**config.mk**
```make
export PLATFORM = sky130hd
export DESIGN_NAME = mem_bus_ctrl_flat
export DESIGN_NICKNAME = d
export VERILOG_FILES = /design/src/rtl/mem_bus_ctrl_pkg.sv /design/src/rtl/mem_bus_ctrl_if.sv /design/src/rtl/mem_bus_ctrl.sv /design/src/flat_wrapper.sv
export SDC_FILE = /design/constraint.sdc
export NUM_CORES = 1
export LEC_CHECK = 0
export ABC_AREA = 1
export BUFFER_PORTS_ARGS = -buffer_cell sky130_fd_sc_hd__buf_2
export CAP_MARGIN = 20
export CELL_PAD_IN_SITES_DETAIL_PLACEMENT = 0
export CELL_PAD_IN_SITES_GLOBAL_PLACEMENT = 2
export CORE_ASPECT_RATIO = 1.2
export CORE_MARGIN = 8
export CORE_UTILIZATION = 23
export DETAILED_ROUTE_END_ITERATION = 8
export PLACE_DENSITY = 0.84
export SLEW_MARGIN = 20
export SYNTH_ARGS = -nofsm -noshare
export SYNTH_HDL_FRONTEND = slang
export SYNTH_SLANG_ARGS = --single-unit
```
**constraint.sdc**
```tcl
create_clock -name clk -period 1.5 [get_ports clk]
set_input_delay 0.15 -clock clk [delete_from_list [all_inputs] [get_ports clk]]
set_output_delay 0.15 -clock clk [all_outputs]
set_load 0.01 [all_outputs]
```
**src/rtl/mem_bus_ctrl_pkg.sv**
```systemverilog
// rtl/mem_bus_ctrl_pkg.sv - shared widths, constants and FSM states for the memory bus controller
package mem_bus_ctrl_pkg;

    localparam int          STALL_W   = 6;
    localparam logic [31:0] ZERO_WORD = 32'h0000_0000;
    localparam logic        STOP      = 1'b1;
    localparam logic        NO_STOP   = 1'b0;

    typedef logic [STALL_W-1:0] stall_bus_t;

    typedef enum logic [1:0] {
        ST_IDLE       = 2'd0,
        ST_BUSY       = 2'd1,
        ST_WAIT_STALL = 2'd2
    } state_t;

endpackage

```
**src/rtl/mem_bus_ctrl_if.sv**
```systemverilog
// rtl/mem_bus_ctrl_if.sv - Wishbone-style master/slave bus bundle
interface mem_bus_ctrl_if;

    logic        cyc;
    logic        stb;
    logic        we;
    logic [3:0]  sel;
    logic [31:0] addr;
    logic [31:0] dat_w;
    logic [31:0] dat_r;
    logic        ack;

    modport master (
        output cyc, stb, we, sel, addr, dat_w,
        input  dat_r, ack
    );

    modport slave (
        input  cyc, stb, we, sel, addr, dat_w,
        output dat_r, ack
    );

endinterface

```
**src/rtl/mem_bus_ctrl.sv**
```systemverilog
// rtl/mem_bus_ctrl.sv - memory-stage to Wishbone bridge with pipeline stall handshake
module mem_bus_ctrl
    import mem_bus_ctrl_pkg::*;
(
    input  logic            clk,
    input  logic            rst,
    input  stall_bus_t      i_stall,
    input  logic            i_flush,
    input  logic            i_cpu_ce,
    input  logic            i_cpu_we,
    input  logic [31:0]     i_cpu_addr,
    input  logic [31:0]     i_cpu_data,
    input  logic [3:0]      i_cpu_sel,
    output logic [31:0]     o_cpu_data,
    output logic            o_stallreq,
    mem_bus_ctrl_if.master  bus
);

    state_t      r_state;
    logic        r_cyc;
    logic        r_stb;
    logic        r_we;
    logic [3:0]  r_sel;
    logic [31:0] r_addr;
    logic [31:0] r_data;
    logic [31:0] r_rd_buf;

    state_t      w_state_nx;
    logic        w_cyc_nx;
    logic        w_stb_nx;
    logic        w_we_nx;
    logic [3:0]  w_sel_nx;
    logic [31:0] w_addr_nx;
    logic [31:0] w_data_nx;
    logic [31:0] w_rd_buf_nx;

    assign bus.cyc   = r_cyc;
    assign bus.stb   = r_stb;
    assign bus.we    = r_we;
    assign bus.sel   = r_sel;
    assign bus.addr  = r_addr;
    assign bus.dat_w = r_data;

    always_ff @(posedge clk) begin
        if (rst) begin
            r_state  <= ST_IDLE;
            r_cyc    <= 1'b0;
            r_stb    <= 1'b0;
            r_we     <= 1'b0;
            r_sel    <= 4'b0000;
            r_addr   <= ZERO_WORD;
            r_data   <= ZERO_WORD;
            r_rd_buf <= ZERO_WORD;
        end else begin
            r_state  <= w_state_nx;
            r_cyc    <= w_cyc_nx;
            r_stb    <= w_stb_nx;
            r_we     <= w_we_nx;
            r_sel    <= w_sel_nx;
            r_addr   <= w_addr_nx;
            r_data   <= w_data_nx;
            r_rd_buf <= w_rd_buf_nx;
        end
    end

    // Flush wins over everything, including an ack arriving in the same cycle.
    always_comb begin
        w_state_nx  = r_state;
        w_cyc_nx    = r_cyc;
        w_stb_nx    = r_stb;
        w_we_nx     = r_we;
        w_sel_nx    = r_sel;
        w_addr_nx   = r_addr;
        w_data_nx   = r_data;
        w_rd_buf_nx = r_rd_buf;
        if (i_flush) begin
            w_state_nx  = ST_IDLE;
            w_cyc_nx    = 1'b0;
            w_stb_nx    = 1'b0;
            w_we_nx     = 1'b0;
            w_sel_nx    = 4'b0000;
            w_addr_nx   = ZERO_WORD;
            w_data_nx   = ZERO_WORD;
            w_rd_buf_nx = ZERO_WORD;
        end else begin
            case (r_state)
                ST_IDLE: begin
                    if (i_cpu_ce) begin
                        w_cyc_nx   = 1'b1;
                        w_stb_nx   = 1'b1;
                        w_we_nx    = i_cpu_we;
                        w_sel_nx   = i_cpu_sel;
                        w_addr_nx  = i_cpu_addr;
                        w_data_nx  = i_cpu_data;
                        w_state_nx = ST_BUSY;
                    end
                end
                ST_BUSY: begin
                    if (bus.ack) begin
                        w_cyc_nx  = 1'b0;
                        w_stb_nx  = 1'b0;
                        w_we_nx   = 1'b0;
                        w_sel_nx  = 4'b0000;
                        w_addr_nx = ZERO_WORD;
                        w_data_nx = ZERO_WORD;
                        if (!r_we) begin
                            w_rd_buf_nx = bus.dat_r;
                        end
                        w_state_nx = (i_stall != '0) ? ST_WAIT_STALL : ST_IDLE;
                    end
                end
                ST_WAIT_STALL: begin
                    // The stalled access is still presented on cpu_ce; it must not re-issue.
                    if (i_stall == '0) begin
                        w_state_nx = ST_IDLE;
                    end
                end
                default: begin
                    w_state_nx = ST_IDLE;
                end
            endcase
        end
    end

    always_comb begin
        o_stallreq = NO_STOP;
        o_cpu_data = ZERO_WORD;
        if (!rst) begin
            case (r_state)
                ST_IDLE: begin
                    o_stallreq = (i_cpu_ce && !i_flush) ? STOP : NO_STOP;
                    o_cpu_data = r_rd_buf;
                end
                ST_BUSY: begin
                    o_stallreq = (!bus.ack && !i_flush) ? STOP : NO_STOP;
                    if (bus.ack && !r_we) begin
                        o_cpu_data = bus.dat_r;
                    end
                end
                ST_WAIT_STALL: begin
                    o_cpu_data = r_rd_buf;
                end
                default: begin
                    o_stallreq = NO_STOP;
                end
            endcase
        end
    end

endmodule

```
**src/flat_wrapper.sv**
```systemverilog
// flat-port wrapper written by rule: the top's interface ports become plain ports
module mem_bus_ctrl_flat import mem_bus_ctrl_pkg::*;
  (clk, rst, i_stall, i_flush, i_cpu_ce, i_cpu_we, i_cpu_addr, i_cpu_data, i_cpu_sel, o_cpu_data, o_stallreq, bus_cyc, bus_stb, bus_we, bus_sel, bus_addr, bus_dat_w, bus_dat_r, bus_ack);
  mem_bus_ctrl_if bus_i ();
  input  logic clk;
  input  logic rst;
  input  stall_bus_t i_stall;
  input  logic i_flush;
  input  logic i_cpu_ce;
  input  logic i_cpu_we;
  input  logic [31:0] i_cpu_addr;
  input  logic [31:0] i_cpu_data;
  input  logic [3:0] i_cpu_sel;
  output logic [31:0] o_cpu_data;
  output logic o_stallreq;
  output wire logic [$bits(bus_i.cyc)-1:0] bus_cyc;
  output wire logic [$bits(bus_i.stb)-1:0] bus_stb;
  output wire logic [$bits(bus_i.we)-1:0] bus_we;
  output wire logic [$bits(bus_i.sel)-1:0] bus_sel;
  output wire logic [$bits(bus_i.addr)-1:0] bus_addr;
  output wire logic [$bits(bus_i.dat_w)-1:0] bus_dat_w;
  input wire logic [$bits(bus_i.dat_r)-1:0] bus_dat_r;
  input wire logic [$bits(bus_i.ack)-1:0] bus_ack;
  assign bus_cyc = bus_i.cyc;
  assign bus_stb = bus_i.stb;
  assign bus_we = bus_i.we;
  assign bus_sel = bus_i.sel;
  assign bus_addr = bus_i.addr;
  assign bus_dat_w = bus_i.dat_w;
  assign bus_i.dat_r = bus_dat_r;
  assign bus_i.ack = bus_ack;
  mem_bus_ctrl u_core (.clk(clk), .rst(rst), .i_stall(i_stall), .i_flush(i_flush), .i_cpu_ce(i_cpu_ce), .i_cpu_we(i_cpu_we), .i_cpu_addr(i_cpu_addr), .i_cpu_data(i_cpu_data), .i_cpu_sel(i_cpu_sel), .o_cpu_data(o_cpu_data), .o_stallreq(o_stallreq), .bus(bus_i));
endmodule
```
# ---- After elaboration in Yosys (flattened, before gate mapping)
# Index checks and enable logic that the tools add are counted.
dict set report classes {
  n_eq_ne 5
  mux 25
  bitwise_logic 1
  n_reduce_logical 15
}
# op n
set ops {}
lappend ops {{$pmux 32 s2} 3}
lappend ops {{$mux 32} 5}
lappend ops {{$reduce_and 3->1} 3}
lappend ops {{$mux 2} 4}
lappend ops {{$mux 4} 2}
lappend ops {{$pmux 4 s2} 1}
lappend ops {{$logic_not 6->1} 1}
lappend ops {{$mux 1} 6}
lappend ops {{$pmux 1 s2} 3}
lappend ops {{$pmux 2 s3} 1}
lappend ops {{$reduce_bool 6->1} 1}
lappend ops {{$ne 2x2->1 const B} 2}
lappend ops {{$reduce_or 2->1} 2}
lappend ops {{$logic_and 1x1->1} 3}
lappend ops {{$logic_not 1->1} 3}
lappend ops {{$eq 2x1->1 const B} 1}
lappend ops {{$eq 2x2->1 const B} 1}
lappend ops {{$logic_not 2->1} 1}
lappend ops {{$ne 2x1->1 const B} 1}
lappend ops {{$reduce_bool 2->1} 1}
lappend ops {{$not 1->1} 1}
dict set report totals {
  regBits 104
  out_inout_bits 104
  wordCells 53
}

# ---- Longest topological paths before layout
# Gate-level depths: netlist (run 1).
dict set report depth {
  depth_word 5
  ltp_mapped 8
  mapped_depth_nobuf 5
}

# ---- Worst setup path before layout (run 1)
# Ideal clock, no wire load.
dict set report synth_timing {
  path_kind {flip-flop to output port}
  start {register u_core.r_state[0]}
  end {output port o_cpu_data[10]}
  arrival_time_ps 1114
  path_slack_ps 236
  path_stages_with_launch 6
  path_buffers 1
  path_cell_list {dfxtp_1 -> inv_2 -> nor2_2 -> buf_2 -> nand3_1 -> a21oi_1}
}
dict set report synth_via {
  elab_chain_len 4
  word_cells_on_any_way 6
}
# item line_no
set synth_rtl {}
lappend synth_rtl {{start: declaration} mem_bus_ctrl.sv:19} ;# state_t r_state;
lappend synth_rtl {{start signal: assignment} mem_bus_ctrl.sv:55} ;# r_state <= w_state_nx;
lappend synth_rtl {{$eq 2x2->1 or $logic_not 2->1 (tied branches)} mem_bus_ctrl.sv:129} ;# case (r_state)
lappend synth_rtl {{$reduce_or 2->1 (no source line)} n/a}
lappend synth_rtl {{$pmux 32 s2 *} mem_bus_ctrl.sv:129}
lappend synth_rtl {{$mux 32 *} mem_bus_ctrl.sv:128} ;# if (!rst) begin
lappend synth_rtl {{end: declaration} flat_wrapper.sv:14} ;# output logic [31:0] o_cpu_data;
# Every way passes the cells marked *; elsewhere a longest branch is shown, timed or not.

# ---- Worst setup path in the final report (run 1)
dict set report layout_timing {
  start {register u_core.r_state[1]}
  end {output port o_cpu_data[28]}
}
# Same word-level chain as after synthesis.

==> results.md, run 1 <==
- Buffers and inverters on the worst path: 3
- Aggregate global routing overflow: 0
- Yosys reg bits: 104
- Area growth, synth to finish: 70.1%
- First-pass GRT wire length: 24200 um
- Iteration-0 DRC Markers: 176
- Busiest grt layer: met2
- PD cells: 936 nW/um^2
- Dpl hpwl: 10500 um
- Rel. slew slack: 0.743
- Static Leak: 2.89 nW
- Clock buffer depth: 2
- Slowest Stage Delay on Critical Path: 0.35 ns
- Num Clock Sinks: 104
- Fillers: 1802
- I/O Buffers: 215
- Pwr Total: 6.38 mW
- Pin count of the biggest net entering global routing: 39
- Period utilization: 1.11
- Top cell type's share of synthesized area: 0.520
- Final setup fails: 32
- Row count: 53
- CTS Buf Count: 9
- Root buf cell: clkbuf_16
- Largest cells by area after synthesis: dfxtp_1 52%, nand2_1 19%, a21oi_1 8.5%, o21ai_0 6.5%, nand3_1 4.2%
- Worst setup EP type: output pin
- Family with the most delay on the worst path: buffers and inverters
- Nets: 930
- Syn. warnings: 0
- Total die area: 21900 um^2
- Vias: 4578
- H-tree levels: 3
- Final Max Slew Viols: 0
- Worst Max-Slew Pin Slew: 0.386 ns
- Initial antenna violation count: 0
- Worst skew pair latency: 0.35 ns
- Fmax: 600 MHz
- Crit Path Class: reg -> out
- CP startpoint kind: flip-flop
- GRT Total Usage: 0.137
- Share of layout cells above drive strength 1: 0.383
- Max-cap violations: 0
- Starting Density: 0.232
- Failing checks: negative setup slack
- Sequential-to-total area share from yosys stat: 0.520
- # DRC: 0
- Die width: 137 um
- Core box area: 17300 um^2
- Met1 GRT Util: 0.162
- Clock slew at reported path FFs: 0.07 ns
- Hold WC Path Type: in -> reg
- 1st-pass router iterations: 4
- Largest area contributor in the netlist: dfxtp_1
- WP data required: 1.35 ns
- Final worst slack: -0.167 ns
- Via/cell ratio: 4.39
- Routed WL: 16200 um
- Met3 usage: 0.0578
- Final Skew: 0.0146 ns
- Max VDD drop: 0.620 mV
- Outcome: complete, but fails checks
- Post-Syn Instances: 538
- Ant. Diodes: 0
- Final hold violation count: 0
- Crit path cell chain: nor2_4 > buf_12 > clkbuf_16 > nand3_1 > a21oi_1 > buf_2
- Synth unique cells: 19
- CTS tree: yes
- Met2 usage: 0.223
- Syn Nets: 650
- Hold slack: 0.0161 ns
- Critical path's slowest cell: dfxtp_2
- Average wire per standard cell: 15.5 um
- Tmin final: 1.67 ns
- RSZ-0062 raised after global routing: yes
- Cell area after synthesis: 4010 um^2
- GPL Wtd Cong: 0.727
- Vias in the first global route: 4687
- I/O pin count: 216
- Syn Area/Cell: 7.45 um^2
- Die extent in y: 161 um
- Final ANT Viol Nets: 0
- Crit-path max FO: 7
- WP data arrival: 1.52 ns
- Total Neg Setup Slack: -4.03 ns
==> worst reg2reg max path: stages (launching register included) <==
cell	delay [ns]
dfxtp_2	0.33
buf_4	0.13
nor2_2	0.12
nand2_2	0.08
buf_4	0.17
nor2_8	0.10
buf_12	0.14
clkbuf_16	0.19
nand2_1	0.06
o21ai_0	0.07
==> report_power, final <==
| part | internal, mW | switching, mW |
|---|---|---|
| logic | 0.443 | 0.458 |
| clock network | 1.49 | 1.11 |
| registers | 2.83 | 0.0381 |
==> layer usage <==
metal | vias to the layer above | share of wire
met2 | 142 | 0.48
met5 | - | 0
met1 | 2103 | 0.42
met3 | 14 | 0.084
li1 | 2319 | -
met4 | 0 | 0.012
==> stage by stage <==
stage / std cells / utilization / cell area, um^2 / worst slack (ns)
floorplan: 538 / - / 4010 / 0.236
global placement: 950 / 0.311 / 5380 / 0.0927
detailed placement: 950 / 0.311 / 5380 / 0.110
CTS: 1029 / 0.368 / 6370 / -0.186
global route: 1043 / 0.394 / 6820 / -0.241
finish: 1043 / 0.394 / 6820 / -0.167
==> area by class of cell <==
class	count	area (um^2)	area share
inverters	4	17.5	0.00257
well taps	220	275	0.0404
repair buffers	309	2200	0.323
clock inverters	6	97.6	0.0143
multi-input cells	390	1910	0.281
flip-flops and latches	104	2090	0.306
clock buffers	10	229	0.0336
==> kinds of logic (layout without fill, tap and decap cells) <==
family,count (synthesis),in the layout,synth area share
flip-flops,104,104,0.520
AO/OA/AOI/OAI,137,137,0.171
AND/OR/NAND/NOR,253,253,0.257
buffers and inverters,44,329,0.0521
==> what timing repair did <==
| item | in CTS | in global routing |
|---|---|---|
| gates cloned | 2 | 9 |
| resized for setup | 16 | 42 |
| pin swaps | 3 | 14 |
| setup endpoints to repair | 33 | 101 |
| hold endpoints to repair | 58 | 0 |
| setup buffers | 3 | 5 |
| hold buffers | 58 | 0 |
==> final timing paths <==
path / startpoint / depth (start not counted) / slack (ns) / endpoint
max: u_core.r_state[1] / 6 / -0.17 / o_cpu_data[28]
min: i_cpu_data[30] / 3 / 0.02 / u_core.bus.dat_w[30]
max reg2reg: u_core.r_state[0] / 9 / 0.06 / u_core.bus.dat_w[7]
min reg2reg: u_core.bus.addr[21] / 2 / 0.46 / u_core.bus.addr[21]
==> cells in the final DEF, fill, tap and decap left out, drive strengths merged <==
master / netlist / final
clkinv: 0 / 1
nand2: 209 / 209
buf: 28 / 243
nand3: 34 / 34
o21ai: 69 / 69
inv: 4 / 7
nor2: 9 / 9
a21oi: 68 / 68
dlygate4sd3: 0 / 58
bufinv: 0 / 2
dfxtp: 104 / 104
nor3: 1 / 1
clkbuf: 12 / 18
==> synthesized netlist by cell type (all sizes together) <==
library cell / instances
a21oi: 68
buf: 28
clkbuf: 12
dfxtp: 104
inv: 4
nand2: 209
nand3: 34
nor2: 9
nor3: 1
o21ai: 69
==> state kept, by name, indices dropped and copies added, names as in the netlist <==
| name | count |
|---|---|
| u_core.r_rd_buf | 32 |
| u_core.bus.dat_w | 32 |
| u_core.r_state | 2 |
| u_core.bus.sel | 4 |
| u_core.bus.cyc | 1 |
| u_core.bus.we | 1 |
| u_core.bus.addr | 32 |
Power figures use the tool's default switching activity.
==> run 2, diff against run 1 <==
ABC_AREA = unset   (was 1)
CORE_UTILIZATION = 24   (was 23)
PLACE_DENSITY = 0.83   (was 0.84)
==> run 2 against run 1 <==
  * The run still ends with negative setup slack left
  * Synthesized area is 8.3% lower
  * Critical endpoint is now o_cpu_data[2]
  * Largest power group unchanged
  * Power down 7.4%
  * Critical path type unchanged
  * Via count decreased by 21%
  * Highest routed layer unchanged
==> results.md, run 2 <==
- Final hold violation count: 0 (unchanged)
- Final Skew: 0.00865 ns (was 0.0146 ns)
- Yosys reg bits: 104 (unchanged)
- Failing checks: negative setup slack (unchanged)
- Largest area contributor in the netlist: dfxtp_1 (unchanged)
- Synth unique cells: 23 (was 19)
- Final ANT Viol Nets: 0 (unchanged)
- Family with the most delay on the worst path: buffers and inverters (unchanged)
- Metal3 WL: 1110 um (was 1360 um)
- # DRC: 0 (unchanged)
- CP startpoint kind: flip-flop (unchanged)
- Vias in the first global route: 3807 (was 4687)
- Ant. Diodes: 0 (unchanged)
- Die width: 129 um (was 137 um)
- Row count: 49 (was 53)
- Root buf cell: clkbuf_16 (unchanged)
- Ys async rst share: 0 (unchanged)
- Met2 Routed Length: 6160 um (was 7800 um)
- Pin count of the biggest net entering global routing: 49 (was 39)
- Slowest Stage Delay on Critical Path: 0.33 ns (was 0.35 ns)
- Hold slack: 0.0191 ns (was 0.0161 ns)
- CTS tree: yes (unchanged)
- Final Max Slew Viols: 0 (unchanged)
- Commonest non-fill, non-tap cell in the layout: buf_2 (unchanged)
- Total Neg Setup Slack: -6.33 ns (was -4.03 ns)
- Top cell type's share of synthesized area: 0.567 (was 0.520)
- Syn Area/Cell: 10.3 um^2 (was 7.45 um^2)
- Initial antenna violation count: 0 (unchanged)
- EDFF count, synth: 0 (unchanged)
- Buffers and inverters on the worst path: 3 (unchanged)
- Core box area: 15000 um^2 (was 17300 um^2)
- Most frequent cells in the layout: 212 x buf_2, 102 x dfxtp_1, 101 x a22o_1 (was 215 x buf_2, 206 x nand2_1, 101 x dfxtp_1)
- Via/cell ratio: 4.42 (was 4.39)
- Total die area: 19500 um^2 (was 21900 um^2)
- Starting Density: 0.246 (was 0.232)
- Post-Syn Instances: 357 (was 538)
- Static Leak: 2.74 nW (was 2.89 nW)
- Die extent in y: 152 um (was 161 um)
- Outcome: complete, but fails checks (unchanged)
- Top sig layer: met4 (unchanged)
- 1st-pass router iterations: 4 (unchanged)
- Metal-1 WL: 5230 um (was 6850 um)
- Pwr Total: 5.91 mW (was 6.38 mW)
- RSZ-0062 raised after global routing: yes (unchanged)
- Period utilization: 1.14 (was 1.11)
- Tmin final: 1.71 ns (was 1.67 ns)
- Critical path's slowest cell: dfxtp_2 (unchanged)
- Largest cells by area after synthesis: dfxtp_1 57%, a22o_1 24%, nand2_1 6.6%, a21oi_1 4.5%, buf_2 2.0% (was dfxtp_1 52%, nand2_1 19%, a21oi_1 8.5%, o21ai_0 6.5%, nand3_1 4.2%)
- Worst skew pair latency: 0.35 ns (about the same)
- Syn. warnings: 0 (unchanged)
- Syn Nets: 469 (was 650)
- Clock buffer depth: 2 (unchanged)
- Worst Max-Slew Pin Slew: 0.346 ns (was 0.386 ns)
- GPL Wtd Cong: 0.741 (was 0.727)
- Area growth, synth to finish: 61.6% (was 70.1%)
- Max-cap violations: 0 (unchanged)
- Rel. slew slack: 0.769 (was 0.743)
- Hold WC Path Type: in -> reg (unchanged)
- I/O pin count: 216 (unchanged)
- First-pass GRT wire length: 19300 um (was 24200 um)
- Crit Path Class: reg -> out (unchanged)
- Fillers: 1534 (was 1802)
- Worst setup EP type: output pin (unchanged)
- WP data required: 1.35 ns (about the same)
- Crit-path max FO: 8 (was 7)
- Vias: 3608 (was 4578)
- Nets: 720 (was 930)
- Most common library cells after synthesis: 104 x dfxtp_1, 101 x a22o_1, 65 x nand2_1, 33 x a21oi_1, 18 x clkbuf_1 (was 208 x nand2_1, 104 x dfxtp_1, 68 x a21oi_1, 52 x o21ai_0, 34 x nand3_1)
- Num Clock Sinks: 104 (unchanged)
- Cell area after synthesis: 3670 um^2 (was 4010 um^2)
- CTS Buf Count: 9 (unchanged)
- H-tree levels: 3 (unchanged)
- Final setup fails: 32 (unchanged)
- Share of layout cells above drive strength 1: 0.421 (was 0.383)
- Crit path cell chain: nand4bb_4 > nor2_4 > buf_6 > clkbuf_16 > a22o_1 > buf_2 (was nor2_4 > buf_12 > clkbuf_16 > nand3_1 > a21oi_1 > buf_2)
- Fmax: 583 MHz (was 600 MHz)
- I/O Buffers: 215 (unchanged)
- Max VDD drop: 0.446 mV (was 0.620 mV)
- PD cells: 995 nW/um^2 (was 936 nW/um^2)
- Final worst slack: -0.215 ns (was -0.167 ns)
- Iteration-0 DRC Markers: 100 (was 176)
- Average wire per standard cell: 15.6 um (was 15.5 um)
- Sequential-to-total area share from yosys stat: 0.567 (was 0.520)
- Dpl hpwl: 9110 um (was 10500 um)
- Routed WL: 12800 um (was 16200 um)
- Most frequent cell after synthesis: dfxtp_1 (was nand2_1)
- WP data arrival: 1.56 ns (was 1.52 ns)
- Clock slew at reported path FFs: 0.07 ns (about the same)
- GRT Total Usage: 0.125 (was 0.137)
- Aggregate global routing overflow: 0 (unchanged)
- Synth Flop Type: dfxtp_1 (unchanged)
[run 2: cell types whose count changed in the layout (fill, tap and decap cells not counted), sizes merged, moves of 6 or more]
cell	before	now
buf	243	230
nand2	209	65
dlygate4sd3	58	43
a22o	0	101
a21oi	68	33
nand3	34	0
o21ai	69	1
nor2	9	3
[run 2: kinds of logic after synthesis]
kind of cell,Yosys count,share of synthesized area
simple gates,79,0.0943
mux,1,0.00272
compound gates,137,0.291
flops,104,0.567
buf+inv,36,0.0450
[run 2: per-stage QoR]
step                setup WS, ns  instances  instance area, um^2  utilization
floorplan                 0.0146        357                 3670            -
global placement          0.0633        752                 5030        0.337
detailed placement        0.0569        752                 5030        0.337
CTS                       -0.228        814                 5860        0.392
global route              -0.293        817                 5940        0.397
finish                    -0.215        817                 5940        0.397
[run 2: area by class of cell]
type,count,area [um^2],share of cell area
Inverter,1,3.75,0.000632
Clock buffer,11,243,0.0409
Clock inverter,5,65.1,0.0110
Multi-Input combinational cell,217,1490,0.250
Timing Repair Buffer,275,1800,0.303
Tap cell,204,255,0.0430
Sequential cell,104,2090,0.351
[run 2: worst paths after layout]
path / from / to / slack, ns / depth (start not counted)
setup / recovery: u_core.bus.we / o_cpu_data[2] / -0.21 / 6
hold / removal: i_cpu_addr[3] / u_core.bus.addr[3] / 0.02 / 2
setup reg to reg: u_core.r_state[1] / u_core.bus.dat_w[26] / 0.17 / 4
hold reg to reg: u_core.r_rd_buf[7] / u_core.r_rd_buf[7] / 0.45 / 2
[run 2: worst reg2reg max path, delay by kind of cell, from the launching register on]
family | cells | cell delay [ns]
AOI/OAI and AO/OA | 2 | 0.54
buffers and inverters | 2 | 0.36
DFF | 1 | 0.32
[run 2: report_power, final]
group,switching (mW),total (mW),leakage [nW],internal (mW)
Combinational,0.297,0.642,1.75,0.345
Clock,1.04,2.39,0.144,1.35
Sequential,0.0399,2.87,0.845,2.83
Total,1.37,5.91,2.74,4.53
[run 2: repair_timing]
action | CTS | global route
hold buffers | 43 | 0
gates cloned | 1 | 2
pin swaps | 1 | 29
setup buffers | 2 | 1
gates resized for setup | 9 | 6
hold endpoints to repair | 43 | 0
setup endpoints to repair | 33 | 33
[run 2: metal layers]
layer	GRT usage	vias to the layer above
met5	0	-
met4	0.0630	0
met3	0.0480	17
met2	0.203	140
met1	0.141	1651
li1	-	1800
